===== src/rtl/tnn_neuron_seq_ctrl.sv =====
// Time-multiplexes one shared combinational TNN neuron core over a layer of
// neurons and returns the per-neuron votes plus a thresholded class bit.
module tnn_neuron_seq_ctrl #(
  parameter int NUM_FEAT    = 11,
  parameter int NUM_NEURONS = 6,
  parameter int FEAT_W      = 3,
  parameter int THRESH      = 3
) (
  input  logic                         clk,
  input  logic                         rst,
  input  logic                         s_valid,
  output logic                         s_ready,
  input  logic [NUM_FEAT*FEAT_W-1:0]   s_feat,
  output logic [3:0]                   nrn_sel,
  output logic [FEAT_W-1:0]            nrn_a,
  output logic [FEAT_W-1:0]            nrn_b,
  output logic [FEAT_W-1:0]            nrn_c,
  input  logic                         nrn_out,
  output logic                         m_valid,
  input  logic                         m_ready,
  output logic [NUM_NEURONS-1:0]       m_votes,
  output logic                         m_class
);

  // state | meaning
  // IDLE  | waiting for a sample, s_ready=1
  // EVAL  | driving neuron k on the shared core, latching its vote
  // DONE  | result held on m_* until the sink takes it
  typedef enum logic [1:0] {IDLE, EVAL, DONE} state_t;

  localparam int CNT_W = $clog2(NUM_NEURONS + 1);
  localparam int IDX_W = (NUM_FEAT > 1) ? $clog2(NUM_FEAT) : 1;

  state_t                       state_q, state_d;
  logic [3:0]                   k_q, k_d;
  logic [NUM_FEAT*FEAT_W-1:0]   feat_q, feat_d;
  logic [NUM_NEURONS-1:0]       votes_q, votes_d, vote_upd;
  logic                         class_q, class_d;
  logic [CNT_W-1:0]             vote_cnt;
  logic                         class_hit;
  logic [31:0]                  base_idx;
  logic [IDX_W-1:0]             idx_a, idx_b, idx_c;

  // Feature indices wrap modulo NUM_FEAT, which need not be a multiple of 3.
  assign base_idx = 32'(k_q) * 32'd3;
  assign idx_a    = IDX_W'(base_idx % NUM_FEAT);
  assign idx_b    = IDX_W'((base_idx + 32'd1) % NUM_FEAT);
  assign idx_c    = IDX_W'((base_idx + 32'd2) % NUM_FEAT);

  assign nrn_a   = feat_q[FEAT_W*idx_a +: FEAT_W];
  assign nrn_b   = feat_q[FEAT_W*idx_b +: FEAT_W];
  assign nrn_c   = feat_q[FEAT_W*idx_c +: FEAT_W];
  assign nrn_sel = k_q;

  assign s_ready = (state_q == IDLE);
  assign m_valid = (state_q == DONE);
  assign m_votes = votes_q;
  assign m_class = class_q;

  always_comb begin
    vote_upd = votes_q;
    for (int i = 0; i < NUM_NEURONS; i++) begin
      if (k_q == 4'(i)) vote_upd[i] = nrn_out;
    end
  end

  // Class is taken from the vote vector including the final neuron's bit.
  always_comb begin
    vote_cnt = '0;
    for (int i = 0; i < NUM_NEURONS; i++) begin
      vote_cnt = vote_cnt + CNT_W'(vote_upd[i]);
    end
    class_hit = (int'(vote_cnt) >= THRESH);
  end

  always_comb begin
    state_d = state_q;
    k_d     = k_q;
    feat_d  = feat_q;
    votes_d = votes_q;
    class_d = class_q;
    case (state_q)
      IDLE: begin
        if (s_valid) begin
          feat_d  = s_feat;
          votes_d = '0;
          k_d     = '0;
          state_d = EVAL;
        end
      end
      EVAL: begin
        votes_d = vote_upd;
        if (k_q == 4'(NUM_NEURONS - 1)) begin
          class_d = class_hit;
          state_d = DONE;
        end else begin
          k_d = k_q + 4'd1;
        end
      end
      DONE: begin
        if (m_ready) state_d = IDLE;
      end
      default: state_d = IDLE;
    endcase
  end

  always_ff @(posedge clk) begin
    if (rst) begin
      state_q <= IDLE;
      k_q     <= '0;
      feat_q  <= '0;
      votes_q <= '0;
      class_q <= 1'b0;
    end else begin
      state_q <= state_d;
      k_q     <= k_d;
      feat_q  <= feat_d;
      votes_q <= votes_d;
      class_q <= class_d;
    end
  end

endmodule


===== config.mk =====
export PLATFORM = sky130hd
export DESIGN_NAME = tnn_neuron_seq_ctrl
export DESIGN_NICKNAME = d
export VERILOG_FILES = /design/src/rtl/tnn_neuron_seq_ctrl.sv
export SDC_FILE = /design/constraint.sdc
export NUM_CORES = 1
export LEC_CHECK = 0
export ABC_AREA = 1
export ABC_CLOCK_PERIOD_IN_PS = 7400
export CORE_MARGIN = 2
export CORE_UTILIZATION = 59
export CTS_BUF_LIST = sky130_fd_sc_hd__clkbuf_8
export CTS_CLUSTER_SIZE = 20
export DETAILED_ROUTE_END_ITERATION = 8
export PLACE_DENSITY = 0.83
export SLEW_MARGIN = 20
export SYNTH_ARGS = -nofsm -noshare
export SYNTH_HDL_FRONTEND = slang
export SYNTH_SLANG_ARGS = --single-unit

===== constraint.sdc =====
create_clock -name clk -period 7.4 [get_ports clk]
set_input_delay 1.11 -clock clk [delete_from_list [all_inputs] [get_ports clk]]
set_output_delay 1.11 -clock clk [all_outputs]
set_load 0.05 [all_outputs]

# == Word-level counts from Yosys, hierarchy flattened ==
# Index checks and enable logic that the tools add are counted.
# word_totals
ff_bits,46
out_inout_bits,22
inputBits,38
word_cells,58
# classes
shift,3
reduce_logical,8
order_cmp,1
n_eq_ne,11
muxes,15
mul,4
add_sub_neg,8
div,3
# ops
op,count
variable part select 33 x 7 -> 3 bit,3
modulo 32 x 4 -> 32 bit (second input constant),2
modulo 6 x 4 -> 32 bit (second input constant),1
multiplier 2 x 4 -> 6 bit (first input constant),3
one-hot mux 6 bit (2 select lines),1
adder 3 x 1 -> 3 bit,3
equality test 4 x 2 -> 1 bit (second input constant),2
equality test 4 x 3 -> 1 bit (second input constant),2
two-way mux 4 bit,2
one-hot mux 4 bit (2 select lines),1
adder 6 x 1 -> 7 bit (second input constant),1
adder 6 x 2 -> 7 bit (second input constant),1
multiplier 4 x 2 -> 6 bit (second input constant),1
two-way mux 1 bit,6
two-way mux 2 bit,3
two-way mux 6 bit,1
inequality test 2 bit (second input constant),3
one-hot mux 2 bit (3 select lines),1
AND reduction 2 bit,3
AND reduction 3 bit,2
adder 4 x 1 -> 4 bit (second input constant),1
equality test 4 x 1 -> 1 bit (second input constant),1
zero test 4 bit,1
adder 2 x 1 -> 3 bit,1
other kinds (7),7

# == Logic depth before layout (Yosys ltp) ==
# logic_depth
ltp_word,8
mapped_depth,43
ltp_nobuf,42

# == Least setup slack after synthesis ==
# Ideal clock, no wire load.
# synth_path
path_type,register to output
start,"reg k_q[1], in the netlist nrn_sel[1]"
end,out nrn_c[0]
t_required_ps,6290
arrival_ps,6152
slack_ps,138
n_path_buf,1
stages_incl_launch_ff,37
path_cell_list,dfxtp_1 -> ha_1 -> fa_1 -> ha_1 -> nand2_1 -> inv_1 -> xor2_2 -> ha_1 -> o2111ai_4 -> nand2_1 -> inv_1 -> nor2_1 -> ha_1 -> nand2_4 -> nand4_1 -> nand2_1 -> inv_1 -> ha_1 -> inv_1 -> nand3_1 -> nand2_2 -> inv_2 -> nor2_8 -> nand3_4 -> xor2_1 -> inv_1 -> ha_1 -> inv_1 -> nand3_1 -> nand2_2 -> nand3_4 -> nand2_1 -> nand2_2 -> buf_2 -> o211ai_1 -> nand3_1 -> nand2_1
# synth_via
elab_chain_cells,5
# synth_rtl
item,line_no,text
from (decl),35,"logic [3:0] k_q, k_d;"
from (signal assigned),116,k_q <= k_d;
multiplier 4 x 2 -> 6 bit,45,assign base_idx = 32'(k_q) * 32'd3;
adder 6 x 2 -> 7 bit,48,assign idx_c = IDX_W'((base_idx + 32'd2) % NUM_FEAT);
modulo 32 x 4 -> 32 bit,48,
multiplier 2 x 4 -> 6 bit,52,assign nrn_c = feat_q[FEAT_W*idx_c +: FEAT_W];
variable part select 33 x 7 -> 3 bit,52,
to (decl),17,"output logic [FEAT_W-1:0] nrn_c,"
# Every way passes these cells.

# == Worst setup path in the final report ==
# layout_path
start,"reg k_q[1], in the netlist nrn_sel[1]"
end,out nrn_c[1]
# Same word-level chain as after synthesis.

==> run metrics <==
status=completed; TritonCTS Buffers=5; FILL cells=647; I/O pin count=60; Die Wd=between 90 and 100 um; CP max FO=8; clock root cell=clkbuf_8; Worst Clk Skew=8.72 ps; vias in the first global route=5,130; Final Total Pwr=0.875 mW; post-synthesis register bit count=46; die area=0.00937 mm^2; routed via count=5,770; clock latency on the worst-skew pair=310 ps; slowest CP cell=fa_2; Slew Limit Fails=0; syn avg cell area=6.28 um^2; area delta synth->final=26.0%; FMAX=136 MHz; layout cells sized above 1=20.0%; Worst EP arrival=6220 ps; Min Hold Slack=489 ps; drt wl/cell=roughly 16 um; pre-CTS setup slack=99.6 ps; P per Cell Area=137 mW/mm^2; Vert. Die Dim=96.8 um; Crit. End Element=output port; CTS Hold Buffers Added=0; ANT cells=0; WP data required=6290 ps; Max rail drop VDD=0.0000859 V; first-pass GRT wire length=24,300 um; clk sinks=46; largest net degree at the start of global routing=66; kind of critical path=flip-flop to output port; Synth async-reset ratio=0%; final net count=959; DRT iter0 DRCs=about 460; Hold WC Path Type=flip-flop to flip-flop; final worst path period need=~7300 ps; final count of negative-setup-slack endpoints=0; YS warnings=0; clk slew on worst S/H paths=about 100 ps; Least-Margin Pin Slew=~1000 ps; register area share after synthesis=18.1%; Max H-tree Level=2; HPWL after detailed placement=roughly 11,000 um; CTS tree=done; total congestion overflow=0; Yosys cell types=45; final WL=15,800 um; Leak=3.12 nW; Final WS setup=71.1 ps; Core Box Area=just over 0.008 mm^2; # DRC=0; Post-synth EDFFs=0; Hold Fails Final Rpt=0; Syn Std Cell Area=0.00508 mm^2; initial antenna violation count=0; Post-Syn Instances=809; vias per std cell=5.82; starting density of the core=61.2%; PortBufs=59; period utilization=99.0%; syn_nets=just under 900; antenna viol nets, final=0; Rows=33; Slew HR=between 30% and 40%; Critical Path Max Stage Delay=420 ps; Max Cap Viol=0; setup TNS=0 ps; startpoint type of the worst setup path=flip-flop; ys flop type=dfxtp_1; Clock Tree Buf Depth=2; DRT Pass-1 Iters=5; final RePlAce weighted congestion=slightly above 1; GRT Total Usage=30.6%
[registers in the layout (all words and copies together) (netlist names)]
| register | flops |
|---|---|
| m_votes | 6 |
| nrn_sel | 4 |
| state_q | 2 |
| feat_q | 33 |
| m_class | 1 |
[routing by layer]
layer  track usage (%)  routed length (um)  vias to the layer above
met4              7.37                 523                        0
met2              51.2                7440                      261
li1                  -                   -                     2794
met5                 0                   0                        -
met1              41.2                6680                     2659
met3              4.99                1140                       56
[per-stage QoR]
stage | cells | instance area, um^2 | utilization (%)
2_1_floorplan | 809 | 5080 | -
3_3_place_gp | 958 | 5800 | 69.9
3_5_place_dp | 958 | 5800 | 69.9
4_1_cts | 966 | 6000 | 72.2
5_1_grt | 991 | 6400 | 77.1
6_report | 991 | 6400 | 77.1
[cells by family (layout without fill, tap and decap cells)]
| group | Yosys count | in the layout | share of synthesized area [%] |
|---|---|---|---|
| flip-flops | 46 | 46 | 18.1 |
| AO/OA/AOI/OAI | 152 | 154 | 17.3 |
| multiplexers | 4 | 4 | 0.788 |
| XOR/XNOR | 23 | 23 | 4.41 |
| adder cells (fa/ha/maj) | 36 | 36 | 9.46 |
| buffers and inverters | 135 | 207 | 10.6 |
| AND/OR/NAND/NOR | 413 | 416 | 39.3 |
[where the power goes]
group	switching [mW]	leakage, nW	internal, mW
Sequential	0.00876	0.381	0.264
Combinational	0.252	2.68	0.157
Clock	0.0936	0.0579	0.0997
[synthesized netlist by cell type, types with 2 or more instances]
cell type	n	area share (%)
or2_2	6	0.74
o21ai_1	6	0.59
nor2_2	4	0.49
a21oi_2	2	0.34
xor2_1	18	3.1
nand2_4	4	0.89
nand3_2	6	1.2
nand2_1	199	15
nand3_4	5	1.7
o21ai_2	11	1.9
o21ai_0	62	6.1
xnor2_2	2	0.64
inv_1	98	7.2
buf_2	5	0.49
nand2_2	24	3.0
xnor2_1	2	0.34
buf_6	2	0.44
a21oi_1	55	5.4
nand3_1	100	9.9
mux2i_1	4	0.79
dfxtp_1	46	18
o211ai_1	9	1.3
inv_2	15	1.1
nor2_1	44	3.3
ha_1	32	7.9
nand4_1	10	1.2
clkbuf_1	13	0.96
nor2_4	4	0.89
and2_1	2	0.25
fa_1	4	1.6
[what timing repair did]
action / 4_1_cts / 5_1_grt
buffers inserted: 0 / 20
setup endpoints to repair: 6 / 9
gates cloned: 0 / 5
resized for setup: 20 / 46
pin swaps: 0 / 22
[area by class of cell]
type / instances / area (um^2) / area share [%]
clock inverters: 3 / 40.0 / 0.626
multi-input cells: 633 / 3930 / 61.4
repair buffers: 85 / 870 / 13.6
well taps: 105 / 131 / 2.05
clock buffers: 5 / 68.8 / 1.08
flip-flops and latches: 46 / 927 / 14.5
inverters: 114 / 433 / 6.77
[path summary, 6_finish.rpt]
| kind | startpoint | end | slack, ps | depth (start not counted) |
|---|---|---|---|---|
| worst max-delay path | nrn_sel[1] | nrn_c[1] | 70 | 41 |
| worst min-delay path | m_votes[5] | m_votes[5] | 490 | 2 |
| worst max register to register | nrn_sel[0] | m_class | 3810 | 16 |
| worst min register to register | m_votes[5] | m_votes[5] | 490 | 2 |
[worst max-delay path: cells and delay by family (launching register included)]
| kind | cells | cell delay, ps |
|---|---|---|
| fa+ha+maj | 6 | 1390 |
| simple gates | 19 | 2270 |
| xor+xnor | 3 | 490 |
| compound gates | 1 | 270 |
| flops | 1 | 340 |
| buf+inv | 12 | 1120 |
[cell usage in the layout (no fill, tap or decap), drive strengths merged]
cell type and n:
mux2i 4, and2 2, or2 7, xnor2 4, dfxtp 46, o21ai 81
nand2 229, nand4 11, ha 32, a211oi 1, inv 113, xor2 19
buf 32, nor2 53, nor2b 1, nor3 1, bufinv 1, clkdlybuf4s50 50
o31ai 1, o2111ai 1, clkbuf 5, nand3 112, dlymetal6s2s 3, o21bai 1
fa 4, a21oi 58, a31oi 1, o211ai 10, clkinv 3
No activity file was read; power rests on OpenSTA's default activity.
